### src/rtl/remote_link_arbiter_pkg.sv
// Shared definitions for the remote link arbiter: packet tags, FSM states and
// the packet framing helper.
package remote_link_arbiter_pkg;

    localparam logic [1:0] TAG_SPEED = 2'b00;
    localparam logic [1:0] TAG_SONG  = 2'b01;
    localparam logic [1:0] TAG_PAUSE = 2'b10;

    typedef enum logic [1:0] {
        IDLE    = 2'd0,
        REQ     = 2'd1,
        WAIT_LO = 2'd2,
        GAP     = 2'd3
    } link_state_e;

    function automatic logic [1:0] onehot_to_idx(input logic [2:0] oh);
        if (oh[2]) return 2'd2;
        if (oh[1]) return 2'd1;
        return 2'd0;
    endfunction

    // Tag 11 is reserved, so an empty select falls through to the pause packet.
    function automatic logic [4:0] frame_packet(input logic [2:0] sel,
                                                input logic [1:0] speed,
                                                input logic [2:0] song,
                                                input logic       pause);
        if (sel[0]) return {TAG_SPEED, 1'b0, speed};
        if (sel[1]) return {TAG_SONG, song};
        return {TAG_PAUSE, 2'b00, pause};
    endfunction

endpackage

### src/rtl/remote_link_arbiter_rr_arbiter3.sv
// Three-way round-robin arbiter: grants the first pending source after the
// last-granted one, in the order 0,1,2,0...
module rr_arbiter3 (
    input  logic [2:0] pending_i,
    input  logic [1:0] last_i,
    output logic [2:0] grant_o
);

    always_comb begin
        grant_o = '0;
        case (last_i)
            2'd0: begin
                if      (pending_i[1]) grant_o = 3'b010;
                else if (pending_i[2]) grant_o = 3'b100;
                else if (pending_i[0]) grant_o = 3'b001;
            end
            2'd1: begin
                if      (pending_i[2]) grant_o = 3'b100;
                else if (pending_i[0]) grant_o = 3'b001;
                else if (pending_i[1]) grant_o = 3'b010;
            end
            default: begin
                if      (pending_i[0]) grant_o = 3'b001;
                else if (pending_i[1]) grant_o = 3'b010;
                else if (pending_i[2]) grant_o = 3'b100;
            end
        endcase
    end

endmodule

### src/rtl/remote_link_arbiter.sv
// Shares the request/ack link to the remote fan/music board among speed, song
// and play/pause sources: change detection, round-robin, four-phase handshake.
module remote_link_arbiter
    import remote_link_arbiter_pkg::*;
#(
    parameter int unsigned TIMEOUT_CYCLES = 2_000_000,
    parameter int unsigned GAP_CYCLES     = 16,
    parameter int unsigned REFRESH_CYCLES = 40_000_000,
    parameter int unsigned CNT_W          = 26
) (
    input  logic       clk,
    input  logic       rst_n,
    input  logic [1:0] speed,
    input  logic [2:0] song_sel,
    input  logic       pause,
    input  logic       data_ack,
    output logic       data_request,
    output logic [4:0] link_data,
    output logic       busy,
    output logic [2:0] grant,
    output logic       err_timeout
);

    localparam logic [CNT_W-1:0] TMO_LAST = CNT_W'(TIMEOUT_CYCLES - 1);
    localparam logic [CNT_W-1:0] GAP_LAST = CNT_W'(GAP_CYCLES - 1);
    localparam logic [CNT_W-1:0] REF_LAST = CNT_W'(REFRESH_CYCLES - 1);

    link_state_e      state_q, state_d;
    logic             ack_meta_q, ack_s_q;
    logic [5:0]       sample_q, prev_q;
    logic [2:0]       pending_q, pending_d;
    logic [1:0]       last_q, last_d;
    logic [CNT_W-1:0] cnt_q, cnt_d;
    logic [CNT_W-1:0] ref_cnt_q, ref_cnt_d;
    logic             req_q, req_d;
    logic [4:0]       data_q, data_d;
    logic             busy_q, busy_d;
    logic [2:0]       grant_q, grant_d;
    logic             err_q, err_d;

    logic [2:0] arb_grant, changed, pend_set, pend_clr;
    logic       tmo_hit, gap_done, refresh_hit, req_tmo, wait_tmo;

    rr_arbiter3 u_rr (
        .pending_i (pending_q),
        .last_i    (last_q),
        .grant_o   (arb_grant)
    );

    assign tmo_hit     = (cnt_q == TMO_LAST);
    assign gap_done    = (cnt_q == GAP_LAST);
    assign refresh_hit = (REFRESH_CYCLES != 0) && (ref_cnt_q == REF_LAST);
    assign req_tmo     = (state_q == REQ)     && !ack_s_q && tmo_hit;
    assign wait_tmo    = (state_q == WAIT_LO) &&  ack_s_q && tmo_hit;

    assign changed = {sample_q[5]   != prev_q[5],
                      sample_q[4:2] != prev_q[4:2],
                      sample_q[1:0] != prev_q[1:0]};

    always_ff @(posedge clk or negedge rst_n) begin
        if (!rst_n) state_q <= IDLE;
        else        state_q <= state_d;
    end

    always_comb begin
        state_d = state_q;
        case (state_q)
            IDLE:    if (|pending_q)          state_d = REQ;
            REQ:     if (ack_s_q || tmo_hit)  state_d = WAIT_LO;
            WAIT_LO: if (!ack_s_q || tmo_hit) state_d = GAP;
            GAP:     if (gap_done)            state_d = IDLE;
            default:                          state_d = IDLE;
        endcase
    end

    always_comb begin
        cnt_d     = (state_q == IDLE || state_d != state_q) ? '0 : cnt_q + CNT_W'(1);
        ref_cnt_d = (REFRESH_CYCLES == 0 || refresh_hit) ? '0 : ref_cnt_q + CNT_W'(1);
        req_d     = (state_q == REQ) && (state_d == REQ);
        err_d     = req_tmo || wait_tmo;
        grant_d   = grant_q;
        busy_d    = busy_q;
        data_d    = data_q;
        last_d    = last_q;
        pend_clr  = '0;
        if (state_q == IDLE && |pending_q) begin
            grant_d  = arb_grant;
            busy_d   = 1'b1;
            data_d   = frame_packet(arb_grant, speed, song_sel, pause);
            pend_clr = arb_grant;
        end
        if (state_q == GAP && gap_done) begin
            grant_d = '0;
            busy_d  = 1'b0;
            last_d  = onehot_to_idx(grant_q);
        end
        // Sets are applied after the clear so a concurrent change is never dropped.
        pend_set  = changed | {3{refresh_hit}} | (req_tmo ? grant_q : 3'b000);
        pending_d = (pending_q & ~pend_clr) | pend_set;
    end

    always_ff @(posedge clk or negedge rst_n) begin
        if (!rst_n) begin
            ack_meta_q <= 1'b0;
            ack_s_q    <= 1'b0;
            sample_q   <= '0;
            prev_q     <= '0;
            pending_q  <= 3'b111;
            last_q     <= 2'd2;
            cnt_q      <= '0;
            ref_cnt_q  <= '0;
            req_q      <= 1'b0;
            data_q     <= '0;
            busy_q     <= 1'b0;
            grant_q    <= '0;
            err_q      <= 1'b0;
        end else begin
            ack_meta_q <= data_ack;
            ack_s_q    <= ack_meta_q;
            sample_q   <= {pause, song_sel, speed};
            prev_q     <= sample_q;
            pending_q  <= pending_d;
            last_q     <= last_d;
            cnt_q      <= cnt_d;
            ref_cnt_q  <= ref_cnt_d;
            req_q      <= req_d;
            data_q     <= data_d;
            busy_q     <= busy_d;
            grant_q    <= grant_d;
            err_q      <= err_d;
        end
    end

    assign data_request = req_q;
    assign link_data    = data_q;
    assign busy         = busy_q;
    assign grant        = grant_q;
    assign err_timeout  = err_q;

endmodule
### config.mk
export PLATFORM = sky130hd
export DESIGN_NAME = remote_link_arbiter
export DESIGN_NICKNAME = d
export VERILOG_FILES = /design/src/rtl/remote_link_arbiter_pkg.sv /design/src/rtl/remote_link_arbiter_rr_arbiter3.sv /design/src/rtl/remote_link_arbiter.sv
export SDC_FILE = /design/constraint.sdc
export NUM_CORES = 1
export LEC_CHECK = 0
export CAP_MARGIN = 20
export CORE_MARGIN = 5
export CORE_UTILIZATION = 40
export DETAILED_ROUTE_END_ITERATION = 8
export HOLD_SLACK_MARGIN = 0.12
export PLACE_DENSITY_LB_ADDON = 0.3
export SYNTH_ARGS = -nofsm -noshare
export SYNTH_HDL_FRONTEND = slang
export SYNTH_SLANG_ARGS = --single-unit
### constraint.sdc
create_clock -name clk -period 3.4 [get_ports clk]
set_input_delay 0.51 -clock clk [delete_from_list [all_inputs] [get_ports clk]]
set_output_delay 0.51 -clock clk [all_outputs]
set_load 0.02 [all_outputs]
# ---- Yosys cells after proc, flatten, opt, wreduce, memory -nomap -nowiden
# Cells that the tools add are included.
dict set report op_classes {
  add_sub_neg 2
  eq_ne 12
  muxes 41
  n_bitwise 5
  reduce_logical 16
}
# op n
set op_table {}
lappend op_table {{adder 26 x 1 -> 26 bit (second input constant)} 2}
lappend op_table {{2-to-1 mux 26 bit} 2}
lappend op_table {{2-to-1 mux 3 bit} 11}
lappend op_table {{equality test 26 x 21 -> 1 bit (second input constant)} 1}
lappend op_table {{equality test 26 bit (second input constant)} 1}
lappend op_table {{equality test 26 x 4 -> 1 bit (second input constant)} 1}
lappend op_table {{2-to-1 mux 5 bit} 4}
lappend op_table {{2-to-1 mux 2 bit} 9}
lappend op_table {{2-to-1 mux 1 bit} 13}
lappend op_table {{OR 3 bit} 3}
lappend op_table {{case mux 2 bit (4 select lines)} 1}
lappend op_table {{logical AND 1 bit} 7}
lappend op_table {{equality test 2 x 1 -> 1 bit (second input constant)} 3}
lappend op_table {{case mux 3 bit (2 select lines)} 1}
lappend op_table {{equality test 2 bit (second input constant)} 2}
lappend op_table {{logical NOT 2 bit} 2}
lappend op_table {{logical OR 1 bit} 4}
lappend op_table {{inequality test 2 bit} 2}
lappend op_table {{bitwise AND 3 bit} 1}
lappend op_table {{inequality test 3 bit} 1}
lappend op_table {{NOT 3 bit} 1}
lappend op_table {{OR reduction 3 bit} 1}
lappend op_table {{nonzero test 2 bit} 1}
lappend op_table {{logical NOT 1 bit} 1}
lappend op_table {{inequality test 1 bit} 1}
dict set report word_totals {
  regBits 84
  input_bits 9
  out_inout_bits 11
  wordCells 90
}

# ---- Depth between registers and ports, before layout
dict set report logic_depth {
  word_depth 10
  depth_mapped 8
  depth_no_buf 6
}

# ---- Modules after synthesis
# Synthesis repeated with hierarchy kept, for this count alone.
dict set report unflattened {
  cells_unflattened 374
  hier_area_um2 3958.8
}
# mod instances cells_per_inst area_each_um2
set by_module_without_submodules {}
lappend by_module_without_submodules {remote_link_arbiter 1 367 3907.5}
lappend by_module_without_submodules {rr_arbiter3 1 7 51.3}

# ---- Least setup slack after synthesis
# OpenSTA, ideal clock, no wires.
dict set report synth_timing {
  kind {reg-to-reg}
  startpoint {reg cnt_q[7]}
  endpoint {reg last_q[1]}
  setup_ps 82
  arrival_time_ps 2159
  path_slack_ps 1159
  stages_incl_launch_ff 7
  path_cell_list {dfrtp_1 -> or4_4 -> or4_1 -> nor3_2 -> and3_1 -> buf_6 -> mux2_4}
}
dict set report synth_via {
  elab_chain_cells 2
}
# item line_no
set synth_rtl {}
lappend synth_rtl {{start: declaration} remote_link_arbiter.sv:33} ;# logic [CNT_W-1:0] cnt_q, cnt_d;
lappend synth_rtl {{start signal: assignment} remote_link_arbiter.sv:124} ;# cnt_q <= cnt_d;
lappend synth_rtl {{equality test 26 x 4 -> 1 bit} remote_link_arbiter.sv:51} ;# assign gap_done = (cnt_q == GAP_LAST);
lappend synth_rtl {{logical AND 1 bit} remote_link_arbiter.sv:92} ;# if (state_q == GAP && gap_done) begin
lappend synth_rtl {{end signal: assignment} remote_link_arbiter.sv:123} ;# last_q <= last_d;
lappend synth_rtl {{end: declaration} remote_link_arbiter.sv:32} ;# logic [1:0] last_q, last_d;
# No other way between the ends.
# A chain may end at the register's enable or synchronous reset.

# ---- Worst setup path in the final report
# Same ends and word-level chain as after synthesis.

==> report_table.html <==
<table>
<tr><th>Metric</th><th>Value</th></tr>
<tr><th colspan="2">Status</th></tr>
<tr><td>Run status</td><td>finished, final reports clean</td></tr>
<tr><th colspan="2">Power</th></tr>
<tr><td>Share of total power in combinational logic</td><td>0.187</td></tr>
<tr><td>Internal Dissipation</td><td>1.56 mW</td></tr>
<tr><td>Part of the power in registers</td><td>0.513</td></tr>
<tr><td>Net load switching power</td><td>~730 uW</td></tr>
<tr><td>Static power due to leakage</td><td>roughly 1.9 nW</td></tr>
<tr><td>Sw frac</td><td>0.318</td></tr>
<tr><td>Clock power frac</td><td>0.300</td></tr>
<tr><td>VDD IR-drop max</td><td>315 uV</td></tr>
<tr><td>Power density of the placed cells</td><td>about 530 nW/um2</td></tr>
<tr><td>Total chip power</td><td>approximately 2.3 mW</td></tr>
<tr><th colspan="2">Timing</th></tr>
<tr><td>RSZ-0062 raised after global routing</td><td>no</td></tr>
<tr><td>Post-route minimum period</td><td>about 2.4 ns</td></tr>
<tr><td>Max-slew violation count</td><td>0</td></tr>
<tr><td>Final Setup Violations</td><td>0</td></tr>
<tr><td>Max Fclk</td><td>a little over 400 MHz</td></tr>
<tr><td>Worst Max-Slew Pin Slew</td><td>around 0.99 ns</td></tr>
<tr><td>Fin Setup TNS</td><td>0 ns</td></tr>
<tr><td>Max Clock Skew</td><td>0.0105 ns</td></tr>
<tr><td>Share of the cycle needed by the critical path after routing</td><td>0.717</td></tr>
<tr><td>Final hold viol count</td><td>0</td></tr>
<tr><td>Remaining max-slew budget at the tightest pin</td><td>0.336</td></tr>
<tr><th colspan="2">Finish</th></tr>
<tr><td>Most frequent cells in the layout</td><td>dfrtp_1, nor2_1, xor2_1</td></tr>
<tr><td>Final cell utilization of the core</td><td>0.470</td></tr>
<tr><td>Number of fill cells</td><td>886</td></tr>
<tr><td>Number of antenna repair diodes</td><td>0</td></tr>
<tr><td>Register Area</td><td>2110 um2</td></tr>
<tr><td>Combined area of the multi-input logic cells</td><td>1590 um2</td></tr>
<tr><td>Ratio of cells with drive above 1 in the final layout</td><td>0.0911</td></tr>
<tr><td>Layout-stage area growth over the synthesis result</td><td>14.6%</td></tr>
<tr><td>Filler-free cell count of the finished design</td><td>about 520</td></tr>
<tr><td>Number of nets at the end of the flow</td><td>about 400</td></tr>
<tr><td>Leading cell type in the layout, fill and taps excluded</td><td>dfrtp_1</td></tr>
<tr><th colspan="2">Die</th></tr>
<tr><td>DIE WIDTH</td><td>~110 um</td></tr>
<tr><td>Chip Height</td><td>roughly 110 um</td></tr>
<tr><td>Placement row count</td><td>35</td></tr>
<tr><td>Die area</td><td>between 10000 and 15000 um2</td></tr>
<tr><td>I/O pin count</td><td>20</td></tr>
<tr><td>Initial standard-cell utilization of the core</td><td>0.410</td></tr>
<tr><td>Core Area</td><td>between 9000 and 10000 um2</td></tr>
<tr><th colspan="2">Place</th></tr>
<tr><td>DPL Wire Length</td><td>around 4900 um</td></tr>
<tr><td>Routability-driven placement congestion ratio</td><td>about 0.79</td></tr>
<tr><td>Count of buffers from port buffering</td><td>19</td></tr>
<tr><td>Inst Count DP</td><td>just over 500</td></tr>
<tr><th colspan="2">Detailed routing</th></tr>
<tr><td>Routed Antenna Nets</td><td>0</td></tr>
<tr><td>Amount of wire on met3 after detailed routing</td><td>between 300 and 400 um</td></tr>
<tr><td>Average wire per cell in the routed design</td><td>about 14 um</td></tr>
<tr><td>DR iter-0 viols</td><td>around 130</td></tr>
<tr><td>Total number of vias</td><td>approximately 2700</td></tr>
<tr><td>Met2 routed WL</td><td>3370 um</td></tr>
<tr><td>DRC violation count after routing</td><td>0</td></tr>
<tr><td>Topmost layer with routed signal wires</td><td>met4</td></tr>
<tr><td>Length of the first detailed-routing pass in iterations</td><td>4</td></tr>
<tr><td>Sum of routed wire segments on met1</td><td>between 3000 and 4000 um</td></tr>
<tr><td>Routed wire length</td><td>7220 um</td></tr>
<tr><td>Number of vias per cell</td><td>between 5 and 6</td></tr>
<tr><th colspan="2">Synth</th></tr>
<tr><td>Net count after synthesis</td><td>373</td></tr>
<tr><td>Top-area cell type share of the netlist area</td><td>0.529</td></tr>
<tr><td>Sequential-to-total area share from yosys stat</td><td>0.556</td></tr>
<tr><td>Proportion of synthesized flip-flops having asynchronous set or reset</td><td>1.00</td></tr>
<tr><td>Largest area contributor in the synthesized netlist</td><td>dfrtp_1</td></tr>
<tr><td>Register bit count reported by yosys</td><td>84</td></tr>
<tr><td>Post-synthesis cell count</td><td>roughly 360</td></tr>
<tr><td>Mean instance size in the synthesized netlist</td><td>between 10 and 15 um2</td></tr>
<tr><td>Summed instance area of the synthesized netlist</td><td>between 3000 and 4000 um2</td></tr>
<tr><td>Cell variety after synth</td><td>47</td></tr>
<tr><td>Post-synth top flop</td><td>dfrtp_1</td></tr>
<tr><td>Top cells by area, synth</td><td>dfrtp_1, xor2_1, nor2_1</td></tr>
<tr><td>Synth warnings</td><td>0</td></tr>
<tr><td>EDFF count, synth</td><td>0</td></tr>
<tr><th colspan="2">CTS</th></tr>
<tr><td>Cts repair resizes</td><td>0</td></tr>
<tr><td>H-tree levels</td><td>3</td></tr>
<tr><td>Number of buffers created by CTS</td><td>9</td></tr>
<tr><td>CTS tree</td><td>done</td></tr>
<tr><td>Master cell of the clock root buffer</td><td>clkbuf_8</td></tr>
<tr><td>Clock slew seen by the registers of the worst setup and hold paths</td><td>around 0.090 ns</td></tr>
<tr><td>Maximum count of clock buffers along a single path</td><td>2</td></tr>
<tr><td>Number of sinks on the clock net</td><td>between 80 and 90</td></tr>
<tr><td>Clock latency on the worst-skew pair</td><td>about 0.36 ns</td></tr>
<tr><th colspan="2">Worst setup path</th></tr>
<tr><td>Biggest fanout along the worst timing path</td><td>6</td></tr>
<tr><td>Setup crit end kind</td><td>register</td></tr>
<tr><td>Flop-to-flop setup slack</td><td>approximately 0.96 ns</td></tr>
<tr><td>Number of cells on the worst reg-to-reg path</td><td>5</td></tr>
<tr><td>Arr. time, crit path</td><td>roughly 2.7 ns</td></tr>
<tr><td>Setup CP Type</td><td>register to register</td></tr>
<tr><td>WP data required</td><td>approximately 3.7 ns</td></tr>
<tr><td>Launching element type of the critical path</td><td>register</td></tr>
<tr><th colspan="2">Global route</th></tr>
<tr><td>Initial antenna violation count</td><td>0</td></tr>
<tr><td>Global route overflow</td><td>0</td></tr>
<tr><td>Maximum number of pins on one net before global-route repair</td><td>85</td></tr>
<tr><td>Number of global-route vias before repair</td><td>between 2000 and 3000</td></tr>
<tr><td>GRT Total Usage</td><td>0.135</td></tr>
<tr><td>Wire length of the first global-routing pass</td><td>around 12000 um</td></tr>
<tr><th colspan="2">Job</th></tr>
<tr><td>Number of violations of the max-capacitance limit</td><td>0</td></tr>
<tr><th colspan="2">Min path</th></tr>
<tr><td>Worst min path class</td><td>register to register</td></tr>
<tr><td>Number of stages on the worst hold path</td><td>0</td></tr>
</table>
==> stage by stage <==
stage	setup WS, ns	instance area, um2	hold slack [ns]
after CTS	0.946	4300	0.354
after floorplan	1.16	3790	0.214
after detailed placement	0.970	4100	0.339
final	0.961	4340	0.371
after global routing	0.850	4340	0.394
after global placement	1.02	4100	0.333
==> cells in the mapped netlist, types with 2 or more instances <==
library cell and instances:
a21o_1 2, a21oi_1 7, and3_1 10, and4_1 2, buf_6 3, clkbuf_1 3
dfrtp_1 80, dfstp_2 4, ha_1 2, inv_1 8, mux2i_1 2, nand2_1 28
nand3_1 28, nand4_1 16, nor2_1 54, nor2b_1 3, nor3_1 8, nor4_1 6
o21a_1 2, o21ai_0 12, o22ai_1 2, o31ai_1 3, or4_1 3, or4_4 2
xnor2_1 20, xor2_1 31
==> registers in the layout, indices dropped and copies added, names as in the netlist <==
name / flops
state_q: 2
ack_s_q: 1
pending_q: 3
cnt_q: 26
busy: 1
data_request: 1
grant: 3
err_timeout: 1
last_q: 2
prev_q: 6
ack_meta_q: 1
link_data: 5
sample_q: 6
ref_cnt_q: 26
==> power groups by stage <==
stage | logic (mW) | clock network, mW | registers, mW
CTS | 0.431 | 0.717 | 1.18
global route | 0.475 | 0.762 | 1.19
finish | 0.430 | 0.689 | 1.18
global placement | 0.427 | 0 | 1.19
detailed placement | 0.430 | 0 | 1.20
floorplan | 0.254 | 0 | 1.22
==> final timing paths <==
kind / from / endpoint
min in group asynchronous: rst_n / ref_cnt_q[6]
max: cnt_q[7] / last_q[1]
max in group asynchronous: rst_n / last_q[1]
min reg2reg: ack_meta_q / ack_s_q
min: ack_meta_q / ack_s_q
max reg2reg: cnt_q[7] / last_q[1]
==> what timing repair did <==
action                    4_1_cts  5_1_grt
hold endpoints to repair        0        9
hold buffers                    0        1
buffers inserted                0        0
==> area by class of cell <==
| class | instances | area share |
|---|---|---|
| flip-flops and latches | 84 | 0.486 |
| multi-input cells | 262 | 0.367 |
| repair buffers | 25 | 0.0582 |
| well taps | 129 | 0.0372 |
| clock buffers | 9 | 0.0285 |
| clock inverters | 7 | 0.0164 |
| inverters | 8 | 0.00692 |
==> per-layer routing <==
metal | vias up | global-route usage
li1 | 1313 | -
met1 | 1311 | 0.182
met2 | 41 | 0.211
met3 | 4 | 0.0324
met4 | 0 | 0.0484
met5 | - | 0
==> worst max-delay path: stages, from the launching register on <==
cell	delay, ns
dfrtp_1	0.44
or4_4	0.56
or4_1	0.42
nor3_2	0.27
and3_1	0.35
mux2_4	0.32
==> logic make-up (layout without fill, tap and decap cells) <==
| kind of cell | Yosys count | count (layout) | synth area share |
|---|---|---|---|
| buffers and inverters | 16 | 49 | 0.0231 |
| AO/OA/AOI/OAI | 34 | 34 | 0.0562 |
| adder cells (fa/ha/maj) | 2 | 2 | 0.00661 |
| AND/OR/NAND/NOR | 172 | 172 | 0.231 |
| flip-flops | 84 | 84 | 0.556 |
| multiplexers | 3 | 3 | 0.00925 |
| XOR/XNOR | 51 | 51 | 0.118 |
Note: power is estimated with default switching activity, not from simulation.
